## config.mk

```make
export PLATFORM = sky130hd
export DESIGN_NAME = mul_sequencer
export DESIGN_NICKNAME = d
export VERILOG_FILES = /design/src/rtl/mul_sequencer_pkg.sv /design/src/rtl/mul_sequencer_fa.sv /design/src/rtl/mul_sequencer.sv
export SDC_FILE = /design/constraint.sdc
export NUM_CORES = 1
export LEC_CHECK = 0
export CELL_PAD_IN_SITES_DETAIL_PLACEMENT = 0
export CELL_PAD_IN_SITES_GLOBAL_PLACEMENT = 1
export CORE_MARGIN = 2
export CORE_UTILIZATION = 50
export CTS_BUF_LIST = sky130_fd_sc_hd__clkbuf_8
export DETAILED_ROUTE_END_ITERATION = 6
export HOLD_SLACK_MARGIN = 0.12
export PLACE_DENSITY_LB_ADDON = 0.1
export SETUP_SLACK_MARGIN = 0.05
export SLEW_MARGIN = 10
export SYNTH_ARGS = -nofsm -noshare
export SYNTH_HDL_FRONTEND = slang
export SYNTH_HIERARCHICAL = 1
export SYNTH_SLANG_ARGS = --single-unit
```

## constraint.sdc

```tcl
create_clock -name i_clk -period 6.02 [get_ports i_clk]
set_input_delay 1.204 -clock i_clk [delete_from_list [all_inputs] [get_ports i_clk]]
set_output_delay 1.204 -clock i_clk [all_outputs]
set_load 0.01 [all_outputs]
```

## src/rtl/mul_sequencer_pkg.sv

```systemverilog
// Shared constants for the shift-and-add multiplier sequencer.
// State codes and the default operand width.
package mul_sequencer_pkg;

  localparam int MUL_L = 16;

  localparam logic [2:0] MUL_IDLE = 3'd0;
  localparam logic [2:0] MUL_PREP = 3'd1;
  localparam logic [2:0] MUL_RUN  = 3'd2;
  localparam logic [2:0] MUL_FIX  = 3'd3;
  localparam logic [2:0] MUL_DONE = 3'd4;

endpackage

```

## src/rtl/mul_sequencer_fa.sv

```systemverilog
// Ripple full adder shared by the multiplier iterations.
// The carry out of the top bit position is exported as o_cout.
module mul_sequencer_fa #(
  parameter int W = 16
) (
  input  logic [W-1:0] i_a,
  input  logic [W-1:0] i_b,
  input  logic         i_cin,
  output logic [W-1:0] o_sum,
  output logic         o_cout
);

  logic [W:0] w_full;

  assign w_full = {1'b0, i_a} + {1'b0, i_b} + {{W{1'b0}}, i_cin};
  assign o_sum  = w_full[W-1:0];
  assign o_cout = w_full[W];

endmodule

```

## src/rtl/mul_sequencer.sv

```systemverilog
// Multi-cycle shift-and-add multiplier with valid/ready on both sides.
// Signed operands are multiplied as magnitudes and negated at the end.
module mul_sequencer
  import mul_sequencer_pkg::*;
#(
  parameter int l = MUL_L
) (
  input  logic           i_clk,
  input  logic           i_rst,
  input  logic           i_start_valid,
  output logic           o_start_ready,
  input  logic [l-1:0]   i_a,
  input  logic [l-1:0]   i_b,
  input  logic           i_is_signed,
  output logic           o_busy,
  output logic           o_res_valid,
  input  logic           i_res_ready,
  output logic [2*l-1:0] o_product,
  output logic           o_overflow
);

  localparam int CW = $clog2(l);
  localparam logic [CW-1:0]  CNT_ONE  = CW'(1);
  localparam logic [CW-1:0]  CNT_LAST = CW'(l - 1);
  localparam logic [l-1:0]   ONE_L    = l'(1);
  localparam logic [2*l-1:0] ONE_2L   = (2*l)'(1);

  logic [2:0]     r_state;
  logic [2:0]     w_next;
  logic [l-1:0]   r_a;
  logic [l-1:0]   r_b;
  logic           r_sgn;
  logic [l-1:0]   r_mcand;
  logic [l-1:0]   r_mq;
  // The accumulator's extra top bit is always zero after the
  // right shift, so only the low l bits are kept.
  logic [l-1:0]   r_acc;
  logic           r_neg;
  logic [CW-1:0]  r_cnt;
  logic [2*l-1:0] r_prod;
  logic           r_ovf;

  logic           w_accept;
  logic [l-1:0]   w_abs_a;
  logic [l-1:0]   w_abs_b;
  logic [l-1:0]   w_addend;
  logic [l-1:0]   w_sum;
  logic           w_cout;
  logic [2*l-1:0] w_p;
  logic [2*l-1:0] w_pf;
  logic           w_ovf;

  assign w_accept = i_start_valid && (r_state == MUL_IDLE);

  assign w_abs_a = (r_sgn && r_a[l-1]) ? (~r_a + ONE_L) : r_a;
  assign w_abs_b = (r_sgn && r_b[l-1]) ? (~r_b + ONE_L) : r_b;

  assign w_addend = r_mq[0] ? r_mcand : '0;

  mul_sequencer_fa #(
    .W(l)
  ) u_fa (
    .i_a   (r_acc),
    .i_b   (w_addend),
    .i_cin (1'b0),
    .o_sum (w_sum),
    .o_cout(w_cout)
  );

  assign w_p  = {r_acc, r_mq};
  assign w_pf = r_neg ? (~w_p + ONE_2L) : w_p;
  assign w_ovf = r_sgn ? (w_pf[2*l-1:l] != {l{w_pf[l-1]}})
                       : (|w_pf[2*l-1:l]);

  // State register.
  always_ff @(posedge i_clk or posedge i_rst) begin
    if (i_rst) r_state <= MUL_IDLE;
    else       r_state <= w_next;
  end

  // Next-state sequencing through the five phases.
  always_comb begin
    w_next = r_state;
    unique case (r_state)
      MUL_IDLE: if (w_accept) w_next = MUL_PREP;
      MUL_PREP: w_next = MUL_RUN;
      MUL_RUN:  if (r_cnt == CNT_LAST) w_next = MUL_FIX;
      MUL_FIX:  w_next = MUL_DONE;
      MUL_DONE: if (i_res_ready) w_next = MUL_IDLE;
      default:  w_next = MUL_IDLE;
    endcase
  end

  // Handshake outputs decoded from the registered state only.
  always_comb begin
    o_start_ready = (r_state == MUL_IDLE);
    o_busy        = (r_state != MUL_IDLE);
    o_res_valid   = (r_state == MUL_DONE);
  end

  assign o_product  = r_prod;
  assign o_overflow = r_ovf;

  // Datapath: latch, convert, iterate, then fix sign and overflow.
  always_ff @(posedge i_clk or posedge i_rst) begin
    if (i_rst) begin
      r_a     <= '0;
      r_b     <= '0;
      r_sgn   <= 1'b0;
      r_mcand <= '0;
      r_mq    <= '0;
      r_acc   <= '0;
      r_neg   <= 1'b0;
      r_cnt   <= '0;
      r_prod  <= '0;
      r_ovf   <= 1'b0;
    end else begin
      unique case (r_state)
        MUL_IDLE: begin
          if (w_accept) begin
            r_a   <= i_a;
            r_b   <= i_b;
            r_sgn <= i_is_signed;
          end
        end
        MUL_PREP: begin
          r_mcand <= w_abs_a;
          r_mq    <= w_abs_b;
          r_neg   <= r_sgn && (r_a[l-1] ^ r_b[l-1]);
          r_acc   <= '0;
          r_cnt   <= '0;
        end
        MUL_RUN: begin
          r_acc <= {w_cout, w_sum[l-1:1]};
          r_mq  <= {w_sum[0], r_mq[l-1:1]};
          r_cnt <= r_cnt + CNT_ONE;
        end
        MUL_FIX: begin
          r_prod <= w_pf;
          r_ovf  <= w_ovf;
        end
        default: ;
      endcase
    end
  end

endmodule

```

# Yosys cells after proc, flatten, opt, wreduce, memory -nomap -nowiden
# Index checks and enable logic that the tools add are counted.
# classes
add_sub_neg	5
eq_ne	9
n_mux	12
bitwise	4
n_reduce_logical	10
# ops
op	count
$pmux W16 S2	2
$mux W16	3
$add A16 B1 Y16 const B	2
$add A32 B1 Y32 const B	1
$mux W32	1
$not A16 Y16	2
$not A32 Y32	1
$add A16 B16 Y17	1
$ne A16 B16 Y1	1
$reduce_or A16 Y1	1
$pmux W3 S5	1
$mux W3	3
$pmux W4 S2	1
$eq A3 B2 Y1 const B	2
$add A4 B1 Y4 const B	1
$eq A4 B4 Y1 const B	1
$logic_and A1 B1 Y1	4
$ne A2 B1 Y1 const B	2
$eq A3 B1 Y1 const B	1
$eq A3 B3 Y1 const B	1
$logic_not A3 Y1	1
$reduce_and A3 Y1	1
$reduce_bool A3 Y1	1
$ne A2 B2 Y1 const B	1
4 further kinds	4
# totals
register_bits	122
input_bits	37
out_inout_bits	36
wordCells	51

# Longest topological paths before layout
# Gate-level depths: netlist of the first run.
# logic_depth
ltp_word	5
ltp_mapped	11
ltp_nobuf	10

# Modules after synthesis
# Netlist of the first run, hierarchy kept.
# by_module_without_submodules
module	instances	cells_per_inst	area_each_um2	seq_area_each_um2
mul_sequencer	1	639	6296.0	3052.9
mul_sequencer_fa	1	89	733.2	0.0

# Worst setup path after synthesis of the first run
# Ideal clock, no wire load.
# synth_path
kind	flip-flop to flip-flop
start	register r_mq[0]
end	register r_acc[15]
setup_ns	0.121
arrival_time_ns	2.733
t_required_ns	5.899
path_slack_ns	3.166
stages_incl_launch_ff	12
n_path_buf	1
period_less_slack_ns	2.854
path_cell_list	dfrtp_1 clkbuf_2 and2_1 fa_1 fa_1 a21oi_2 o21ai_2 a21oi_2 o221ai_2 a221o_1 a21o_1 a22o_1
# synth_between
elab_chain_len	3
# synth_lines
item	line	rtl
start, declared	mul_sequencer.sv:34	logic [l-1:0] r_mq;
start signal, assigned	mul_sequencer.sv:128	r_mq <= w_abs_b;
start signal, assigned	mul_sequencer.sv:135	r_mq <= {w_sum[0], r_mq[l-1:1]};
$mux W16	mul_sequencer.sv:58	assign w_addend = r_mq[0] ? r_mcand : '0;
via w_addend[0]	mul_sequencer.sv:46	logic [l-1:0] w_addend;
$add A16 B16 Y17	mul_sequencer_fa.sv:15	assign w_full = {1'b0, i_a} + {1'b0, i_b} + {{W{1'b0}}, i_cin};
via w_cout	mul_sequencer.sv:48	logic w_cout;
$pmux W16 S2	mul_sequencer.sv:118	unique case (r_state)
end signal, assigned	mul_sequencer.sv:134	r_acc <= {w_cout, w_sum[l-1:1]};
end, declared	mul_sequencer.sv:37	logic [l-1:0] r_acc;
# The timed path passes the listed nets, and every way through them passes these cells.
# A chain may end at the register's enable or synchronous reset.

# Worst setup path in the final report of the first run
# layout_path
start	register r_state[1]
end	output port o_start_ready
# layout_between
elab_chain_len	1
# layout_lines
item	line	rtl
start, declared	mul_sequencer.sv:28	logic [2:0] r_state;
start signal, assigned	mul_sequencer.sv:78	else r_state <= w_next;
$logic_not A3 Y1	mul_sequencer.sv:96	o_start_ready = (r_state == MUL_IDLE);
end, declared	mul_sequencer.sv:11	output logic o_start_ready,
# Every way passes these cells.

==> qor.yml, run 1 <==
floorplanning:
  die_area_sq_mm: 0.0150
  initial_core_util: 0.508
  die_w_um: 123
  fp.dieH_um: 123
  io_pins: 73
  fp-row-count: 43
  coreArea_sq_mm: 0.0138
power_and_ir_drop:
  power.density_mw_per_mm2: 538
  total_power_w: 0.00442
  leakage_nw: 3.56
  irDropWorstVdd_uv: 229
drt:
  drtAntennaViolNets: 0
  drc: 0
  routed_wl_um: 15500
  dr.first_iter.drc_count: 315
  vias: 5484
  via_per_inst: 5.61
  wire_per_inst_um: 15.9
  drtPass1Iterations: 4
finish:
  diodes: 0
  drive_gt1_frac: 0.115
  finalNetCount: 843
  area_delta_synth_final_pct: 17.1
clock_network:
  postCtsSetupBuffers: 0
  cts_resized: 0
  cts_inserted_buffers: 17
  ctsHoldBuffers: 0
  ctsLongestPathBuffers: 2
  clkTransAtPathRegs_ps: 70
  h-tree-depth: 4
  cts_tree: "done"
  clkLatencyLatePin_ps: 440
  clock_sinks: 122
  root_buffer: "clkbuf_8"
logic_synthesis:
  yosysMostFrequentCell: "dfrtp_1"
  synth.distinct_cells: 78
  ys_top_cells_by_count: "122 x dfrtp_1, 92 x o21ai_0, 81 x nand2_1, 37 x xnor2_1, 35 x nor2_1"
  synth_top_area_cell: "dfrtp_1"
  synthesis.nets: 786
  yosys.area.top_type_share: 0.434
  ys_top_cells_by_area: "dfrtp_1 43%, o21ai_0 6.6%, xnor2_1 4.6%"
  synthCells: 728
  ys_ff_latch: 122
  syn_area_sq_mm: 0.00703
  synth-edff-count: 0
  synthFlopType: "dfrtp_1"
  synthArstFlopShare: 1.00
  synth_warnings: 6
  seq_area_frac_synth: 0.434
  avgSynthCellArea_sq_um: 9.66
place:
  portBuffers: 72
  hpwl_um: 11600
  gp_congestion: 0.898
global_route:
  grt_pass1_wl_um: 26000
  grt-busiest-layer: "met2"
  use_met1: 0.307
  use_met3: 0.0432
  grt_usage: 0.220
  antenna_found_initial: 0
  grt_util_met2: 0.338
  grt_max_degree: 80
  grt.overflow.total: 0
  grt_pass1_vias: 5260
critical_path:
  crit_fanout: 10
  arrival_ps: 1970
  crit_type: "reg2out"
  worst_setup_path_end_kind: "output port"
  startpoint_type: "flip-flop"
  critPathRequiredTime_ps: 4820
sta:
  hold_viol_final: 0
  setup_violations: 0
  finalSetupTns_ps: 0
  max_slew.worst_pin.slew_ps: 1060
  fmax_mhz: 315
  rsz0062_at_grt: "no"
  relSlewSlack: 0.295
  fin_skew_ps: 6.91
  drv_slew: 0
  period_share: 0.527
  min_period_ps: 3170
outcome:
  status: "completed"
run:
  cap_viol_max_count: 0
worst_hold_path:
  worstHoldPathType: "reg2reg"
[cell type report]
class | instances | area (sq um)
multi-input combinational | 541 | 3700
sequential | 122 | 3050
clock inverter | 8 | 68.8
fill | 1169 | 5600
timing repair buffer | 78 | 766
clock buffer | 23 | 317
tap | 180 | 225
inverter | 25 | 96.3
[sequential cells by signal (all words and copies together) (netlist names)]
signal / flops
o_product: 32
r_neg: 1
r_acc: 16
r_cnt: 4
r_b: 16
r_mcand: 16
o_overflow: 1
r_state: 3
r_sgn: 1
r_mq: 16
r_a: 16
[metal layers]
layer | wire [um] | vias up | part of all wire
met4 | 285 | 0 | 0.018
met5 | 0 | - | 0
met2 | 7090 | 145 | 0.46
met1 | 7480 | 2604 | 0.48
li1 | - | 2709 | -
met3 | 655 | 26 | 0.042
[per-stage QoR]
| stage | setup slack [ps] | std cells | utilization | hold slack, ps | cell area [sq um] |
|---|---|---|---|---|---|
| after floorplan | 1570 | 728 | - | 438 | 7030 |
| after global placement | 2940 | 946 | 0.567 | 457 | 7840 |
| after detailed placement | 2870 | 946 | 0.567 | 458 | 7840 |
| after CTS | 2810 | 977 | 0.595 | 473 | 8230 |
| after global routing | 2680 | 977 | 0.595 | 505 | 8230 |
| final | 2850 | 977 | 0.595 | 469 | 8230 |
[cell usage in the layout (no fill, tap or decap), types with 4 or more instances in the layout]
| cell type | n |
|---|---|
| and2_1 | 18 |
| o21ai_0 | 92 |
| xnor2_1 | 37 |
| xor2_1 | 34 |
| inv_1 | 26 |
| nand4_1 | 4 |
| nor2b_1 | 5 |
| o41ai_1 | 8 |
| buf_4 | 6 |
| mux2_2 | 27 |
| or3_1 | 6 |
| nor4_1 | 4 |
| a31oi_1 | 4 |
| ha_1 | 19 |
| a21oi_1 | 21 |
| clkbuf_8 | 23 |
| or2_2 | 4 |
| a21o_1 | 5 |
| nor3_1 | 12 |
| a22o_1 | 14 |
| o31ai_1 | 9 |
| nand3_1 | 15 |
| nand2_1 | 81 |
| dfrtp_1 | 122 |
| nor2_1 | 35 |
| clkdlybuf4s50_1 | 72 |
| a22oi_1 | 16 |
[path summary, 6_finish.rpt]
check	startpoint	to	slack [ps]	depth (start not counted)
setup reg to reg	r_mq[0]$_DFFE_PP0P_	r_acc[15]$_DFFE_PP0P_	2880	10
min in group asynchronous	i_rst	r_a[11]$_DFFE_PP0P_	1350	2
max in group asynchronous	i_rst	o_product[5]$_DFFE_PP0P_	3580	3
setup / recovery	r_state[1]$_DFFE_PP0P_	o_start_ready	2850	3
hold reg to reg	r_neg$_DFFE_PP0P_	r_neg$_DFFE_PP0P_	470	2
hold / removal	r_neg$_DFFE_PP0P_	r_neg$_DFFE_PP0P_	470	2
[power breakdown]
group	leakage (nW)	internal, W	switching (W)	total [W]
registers	1.54	0.00119	0.000435	0.00162
clock network	0.206	0.000385	0.000307	0.000692
logic	1.81	0.000979	0.00113	0.00211
total	3.56	0.00255	0.00187	0.00442
[worst max-delay path, stage by stage, from the launching register on]
cell	delay (ps)
dfrtp_1	480
or3_1	440
inv_1	80
clkdlybuf4s50_1	530
[cell families (layout without fill, tap and decap cells)]
| kind of cell | after synthesis | count (layout) | synth area share |
|---|---|---|---|
| compound gates | 206 | 206 | 0.193 |
| other cells | 1 | 1 | 0.000533 |
| xor+xnor | 71 | 71 | 0.0885 |
| fa+ha+maj | 21 | 21 | 0.0395 |
| flops | 122 | 122 | 0.434 |
| buf+inv | 65 | 134 | 0.0390 |
| mux | 30 | 30 | 0.0475 |
| simple gates | 212 | 212 | 0.158 |
(Power assumes the default switching activity.)
==> run 2, diff against run 1 <==
--- a/config.mk
+++ b/config.mk
@@ -8,7 +8,7 @@
 export CELL_PAD_IN_SITES_DETAIL_PLACEMENT = 0
 export CELL_PAD_IN_SITES_GLOBAL_PLACEMENT = 1
 export CORE_MARGIN = 2
-export CORE_UTILIZATION = 50
+export CORE_UTILIZATION = 46
 export CTS_BUF_LIST = sky130_fd_sc_hd__clkbuf_8
 export DETAILED_ROUTE_END_ITERATION = 6
 export HOLD_SLACK_MARGIN = 0.12
==> constraint.sdc (replaced) <==
create_clock -name i_clk -period 3.2 [get_ports i_clk]
set_input_delay 0.64 -clock i_clk [delete_from_list [all_inputs] [get_ports i_clk]]
set_output_delay 0.64 -clock i_clk [all_outputs]
set_load 0.01 [all_outputs]
==> qor.yml, run 2 (same netlist as run 1, synthesis figures left out) <==
floorplanning:
  fp.dieH_um: 128  # +4.1%
  fp-row-count: 45  # +4.7%
  initial_core_util: 0.466  # -0.0425
  die_w_um: 128  # +4.1%
  coreArea_sq_mm: 0.0151  # +9.1%
  die_area_sq_mm: 0.0163  # +8.4%
  io_pins: 73  # unchanged
clock_network:
  ctsHoldBuffers: 0  # unchanged
  root_buffer: "clkbuf_8"
  clkTransAtPathRegs_ps: 60  # about the same
  cts_inserted_buffers: 17  # unchanged
  h-tree-depth: 4  # unchanged
  cts_tree: "done"
  cts_resized: 0  # unchanged
  postCtsSetupBuffers: 0  # unchanged
  ctsLongestPathBuffers: 2  # unchanged
  clock_sinks: 122  # unchanged
  clkLatencyLatePin_ps: 440  # about the same
place:
  gp_congestion: 0.893  # -0.57%
  placed_area_sq_mm: 0.00790  # +0.78%
  portBuffers: 72  # unchanged
  hpwl_um: 11600  # about the same
drt:
  dr.first_iter.drc_count: 271  # -14%
  routed_wl_um: 15600  # +0.39%
  wire_per_inst_um: 15.8  # -0.63%
  vias: 5449  # -0.64%
  drtAntennaViolNets: 0  # unchanged
  drc: 0  # unchanged
  via_per_inst: 5.52  # -1.6%
  drtPass1Iterations: 4  # unchanged
sta:
  min_period_ps: 2940
  max_slew.worst_pin.slew_ps: 809  # -246 ps
  setup_violations: 0  # unchanged
  relSlewSlack: 0.460  # +0.166
  finalSetupTns_ps: 0  # unchanged
  drv_slew: 0  # unchanged
  fin_skew_ps: 7.82  # +0.905 ps
  period_share: 0.919
  rsz0062_at_grt: "no"
  hold_viol_final: 0  # unchanged
  fmax_mhz: 340
finish:
  drive_gt1_frac: 0.116  # +0.000963
  finalNetCount: 848  # +0.59%
  final_common_cell: "dfrtp_1"
  area_delta_synth_final_pct: 17.4
  largest_register_ff_count: 32  # unchanged
  diodes: 0  # unchanged
  layout_common_cells: "121 x dfrtp_1, 92 x o21ai_0, 81 x nand2_1"
  design_area_sq_mm: 0.00825  # +0.26%
  final_util: 0.547  # -0.0484
worst_hold_path:
  worstHoldPathType: "reg2reg"
  min_path_cells: 2  # unchanged
  holdCritStartpoint: "r_mcand[10]$_DFFE_PP0P_"
power_and_ir_drop:
  power.density_mw_per_mm2: 1000  # +86%
  leakage_nw: 3.57  # +0.36%
  irDropWorstVdd_uv: 421  # +84%
outcome:
  status: "completed"
critical_path:
  critPathRequiredTime_ps: 3520  # -1300 ps
  arrival_ps: 3270  # +1300 ps
  crit_fanout: 5  # -5
  rr_worst_depth: 10  # unchanged
  startpoint_type: "flip-flop"
  critPathLaunch: "r_mq[0]$_DFFE_PP0P_"
  crit_type: "reg2reg"
  r2r_start: "r_mq[0]$_DFFE_PP0P_"
  worst_setup_path_end_kind: "flip-flop"
global_route:
  grt.overflow.total: 0  # unchanged
  antenna_found_initial: 0  # unchanged
  grt_max_degree: 123  # +54%
  grt_pass1_wl_um: 26000  # +0.24%
  grt_usage: 0.201  # -0.0184
  grt_pass1_vias: 5236  # -0.46%
run:
  cap_viol_max_count: 0  # unchanged
[run 2: worst max-delay path, stage by stage (launching register included)]
cell and delay [ps]:
dfrtp_2 450, and2_1 170, fa_1 420, fa_1 440, a21oi_2 200, o21ai_2 100
a21oi_2 210, o221ai_2 160, a221o_1 320, a21o_1 180, a22o_1 190
[run 2: layout make-up]
class,instances,area [sq um]
multi-input cells,541,3700
flip-flops and latches,122,3050
inverters,25,97.6
clock buffers,21,289
fillers,1412,6840
repair buffers,83,816
well taps,188,235
clock inverters,7,55.1
[run 2: routing by layer]
metal | up-vias | track usage | share of wire
met5 | - | 0 | 0
met4 | 0 | 0.0737 | 0.017
met3 | 19 | 0.0469 | 0.039
met2 | 130 | 0.307 | 0.45
met1 | 2575 | 0.281 | 0.50
li1 | 2725 | - | -
[run 2: final timing paths]
| kind | slack [ps] | end |
|---|---|---|
| worst min-delay path | 470 | r_mcand[10]$_DFFE_PP0P_ |
| worst max register to register | 260 | r_acc[15]$_DFFE_PP0P_ |
| worst min register to register | 470 | r_mcand[10]$_DFFE_PP0P_ |
| min in group asynchronous | 720 | r_a[11]$_DFFE_PP0P_ |
| max in group asynchronous | 1960 | o_product[9]$_DFFE_PP0P_ |
| worst max-delay path | 260 | r_acc[15]$_DFFE_PP0P_ |
[run 2: metrics by stage]
step	instances	total power [W]	setup slack, ps	hold WS (ps)
2_1_floorplan	728	0.00579	346	438
5_1_grt	987	0.00897	73.7	506
3_3_place_gp	959	0.00698	280	454
3_5_place_dp	959	0.00710	210	468
6_report	987	0.00826	259	474
4_1_cts	987	0.00835	205	483
[run 2: power breakdown]
part | internal [W] | total (W) | switching (W) | leakage (nW)
Sequential | 0.00224 | 0.00304 | 0.000804 | 1.54
Combinational | 0.00188 | 0.00400 | 0.00212 | 1.83
Clock | 0.000664 | 0.00122 | 0.000561 | 0.194
Total | 0.00478 | 0.00826 | 0.00348 | 3.57
==> run 3, diff against run 2 <==
--- a/config.mk
+++ b/config.mk
@@ -7,12 +7,14 @@
 export LEC_CHECK = 0
 export CELL_PAD_IN_SITES_DETAIL_PLACEMENT = 0
 export CELL_PAD_IN_SITES_GLOBAL_PLACEMENT = 1
+export CORE_ASPECT_RATIO = 0.9
 export CORE_MARGIN = 2
 export CORE_UTILIZATION = 46
 export CTS_BUF_LIST = sky130_fd_sc_hd__clkbuf_8
 export DETAILED_ROUTE_END_ITERATION = 6
+export GPL_TIMING_DRIVEN = 0
 export HOLD_SLACK_MARGIN = 0.12
-export PLACE_DENSITY_LB_ADDON = 0.1
+export PLACE_DENSITY_LB_ADDON = 0.25
 export SETUP_SLACK_MARGIN = 0.05
 export SLEW_MARGIN = 10
 export SYNTH_ARGS = -nofsm -noshare
==> qor.yml, run 3 (same netlist as run 1, synthesis figures left out) <==
power_and_ir_drop:
  leakage_nw: 3.64  # +2.1%
  power.density_mw_per_mm2: 1010  # +0.99%
  irDropWorstVdd_uv: 515  # +22%
  total_power_w: 0.00859  # +4.0%
finish:
  drive_gt1_frac: 0.119  # +0.00217
  largest_register_ff_count: 32  # unchanged
  fill_cells: 1311  # -7.2%
  final_common_cell: "dfrtp_1"
  layout_common_cells: "122 x dfrtp_1, 92 x o21ai_0, 81 x nand2_1"
  finalNetCount: 880  # +3.8%
  area_delta_synth_final_pct: 20.8
  diodes: 0  # unchanged
  fin_cells: 1033  # +4.7%
sta:
  fmax_mhz: 332  # -2.2%
  drv_slew: 0  # unchanged
  finalSetupTns_ps: 0  # unchanged
  relSlewSlack: 0.383  # -0.0776
  hold_slack_ps: 477  # +2.96 ps
  setup_violations: 0  # unchanged
  period_share: 0.940  # +0.0210
  fin_skew_ps: 12.6  # +4.79 ps
  max_slew.worst_pin.slew_ps: 924  # +114 ps
  hold_viol_final: 0  # unchanged
  min_period_ps: 3010  # +67.1 ps
  rsz0062_at_grt: "yes"
floorplanning:
  io_pins: 73  # unchanged
  die_w_um: 134  # +5.2%
  die_area_sq_mm: 0.0163  # about the same
  coreArea_sq_mm: 0.0148  # -1.8%
  fp-row-count: 42  # -6.7%
  initial_core_util: 0.474  # +0.00850
  fp.dieH_um: 121  # -5.0%
critical_path:
  crit_chain: "buf_2 > and2_1 > fa_1 > fa_2 > a21oi_2 > o21ai_2 > a21oi_2 > o221ai_2 > a221o_1 > a21o_1 > a22o_1"
  arrival_ps: 3340  # +70 ps
  worst_setup_path_end_kind: "flip-flop"
  startpoint_type: "flip-flop"
  crit_top_cell: "a21oi_2"
  max_stage_delay_ps: 440  # about the same
  slowest_stage: "fa_1"
  critPathRequiredTime_ps: 3540  # +20 ps
  crit_type: "reg2reg"
  crit_fanout: 10  # +5
  rr_worst_depth: 11  # +1
clock_network:
  h-tree-depth: 4  # unchanged
  clkLatencyLatePin_ps: 450  # about the same
  cts_inserted_buffers: 17  # unchanged
  ctsHoldBuffers: 0  # unchanged
  postCtsSetupBuffers: 0  # unchanged
  ctsLongestPathBuffers: 2  # unchanged
  clock_sinks: 122  # unchanged
  cts_tree: "done"
  clkTransAtPathRegs_ps: 70  # about the same
  root_buffer: "clkbuf_8"
  cts_resized: 0  # unchanged
drt:
  dr.first_iter.drc_count: 346  # +28%
  routed_wl_um: 16500  # +5.6%
  via_per_inst: 5.46  # -1.1%
  vias: 5640  # +3.5%
  wire_per_inst_um: 15.9  # +0.94%
  drc: 0  # unchanged
  drtPass1Iterations: 5  # +1
  drtAntennaViolNets: 0  # unchanged
global_route:
  antenna_found_initial: 0  # unchanged
  grt_pass1_wl_um: 27600  # +6.2%
  grt_usage: 0.215  # +0.0140
  grt_pass1_vias: 5504  # +5.1%
  grt_max_degree: 37  # -70%
  grt.overflow.total: 0  # unchanged
worst_hold_path:
  min_path_cells: 2  # unchanged
  worstHoldPathType: "reg2reg"
place:
  hpwl_um: 13100  # +13%
  portBuffers: 72  # unchanged
  gp_congestion: 0.915  # +2.5%
  dp.cells: 1001  # +4.4%
run:
  cap_viol_max_count: 0  # unchanged
outcome:
  status: "completed"
[run 3: through the flow]
stage	utilization	setup slack [ps]	area (sq um)
floorplan	-	346	7030
global placement	0.540	5.21	8000
global route	0.573	12.0	8490
CTS	0.572	73.5	8480
detailed placement	0.544	92.8	8060
finish	0.573	192	8490
[run 3: path summary, 6_finish.rpt]
kind                                           start                   endpoint  slack [ps]
max                              r_mq[0]$_DFFE_PP0P_      r_acc[15]$_DFFE_PP0P_         190
min                        o_product[10]$_DFFE_PP0P_  o_product[10]$_DFFE_PP0P_         480
max reg2reg                      r_mq[0]$_DFFE_PP0P_      r_acc[15]$_DFFE_PP0P_         190
min reg2reg                o_product[10]$_DFFE_PP0P_  o_product[10]$_DFFE_PP0P_         480
max in group asynchronous                      i_rst  o_product[18]$_DFFE_PP0P_        1760
min in group asynchronous                      i_rst        r_a[11]$_DFFE_PP0P_         620
[run 3: area by class of cell]
cell class / count / area [sq um] / area share
multi-input combinational: 541 / 3710 / 0.437
buffer: 40 / 180 / 0.0212
tap: 198 / 248 / 0.0292
clock inverter: 8 / 90.1 / 0.0106
clock buffer: 24 / 330 / 0.0389
sequential: 122 / 3050 / 0.360
inverter: 25 / 97.6 / 0.0115
timing repair buffer: 75 / 781 / 0.0919
[run 3: worst max-delay path: cells and delay by family (launching register included)]
family	cells	cell delay, ps
AOI/OAI and AO/OA	7	1370
adders and majority gates	2	820
DFF	1	350
buffers and inverters	1	180
and+or+nand+nor	1	170
[run 3: metal layers]
layer / vias to the layer above / global-route usage / share of wire
met4: 0 / 0.0757 / 0.017
met5: - / 0 / 0
met1: 2680 / 0.299 / 0.48
met3: 20 / 0.0447 / 0.050
met2: 159 / 0.336 / 0.45
li1: 2781 / - / -
[run 3: power by group]
| group | leakage [nW] | switching (W) | internal (W) |
|---|---|---|---|
| Clock | 0.223 | 0.000580 | 0.000828 |
| Combinational | 1.88 | 0.00231 | 0.00192 |
| Sequential | 1.54 | 0.000716 | 0.00223 |
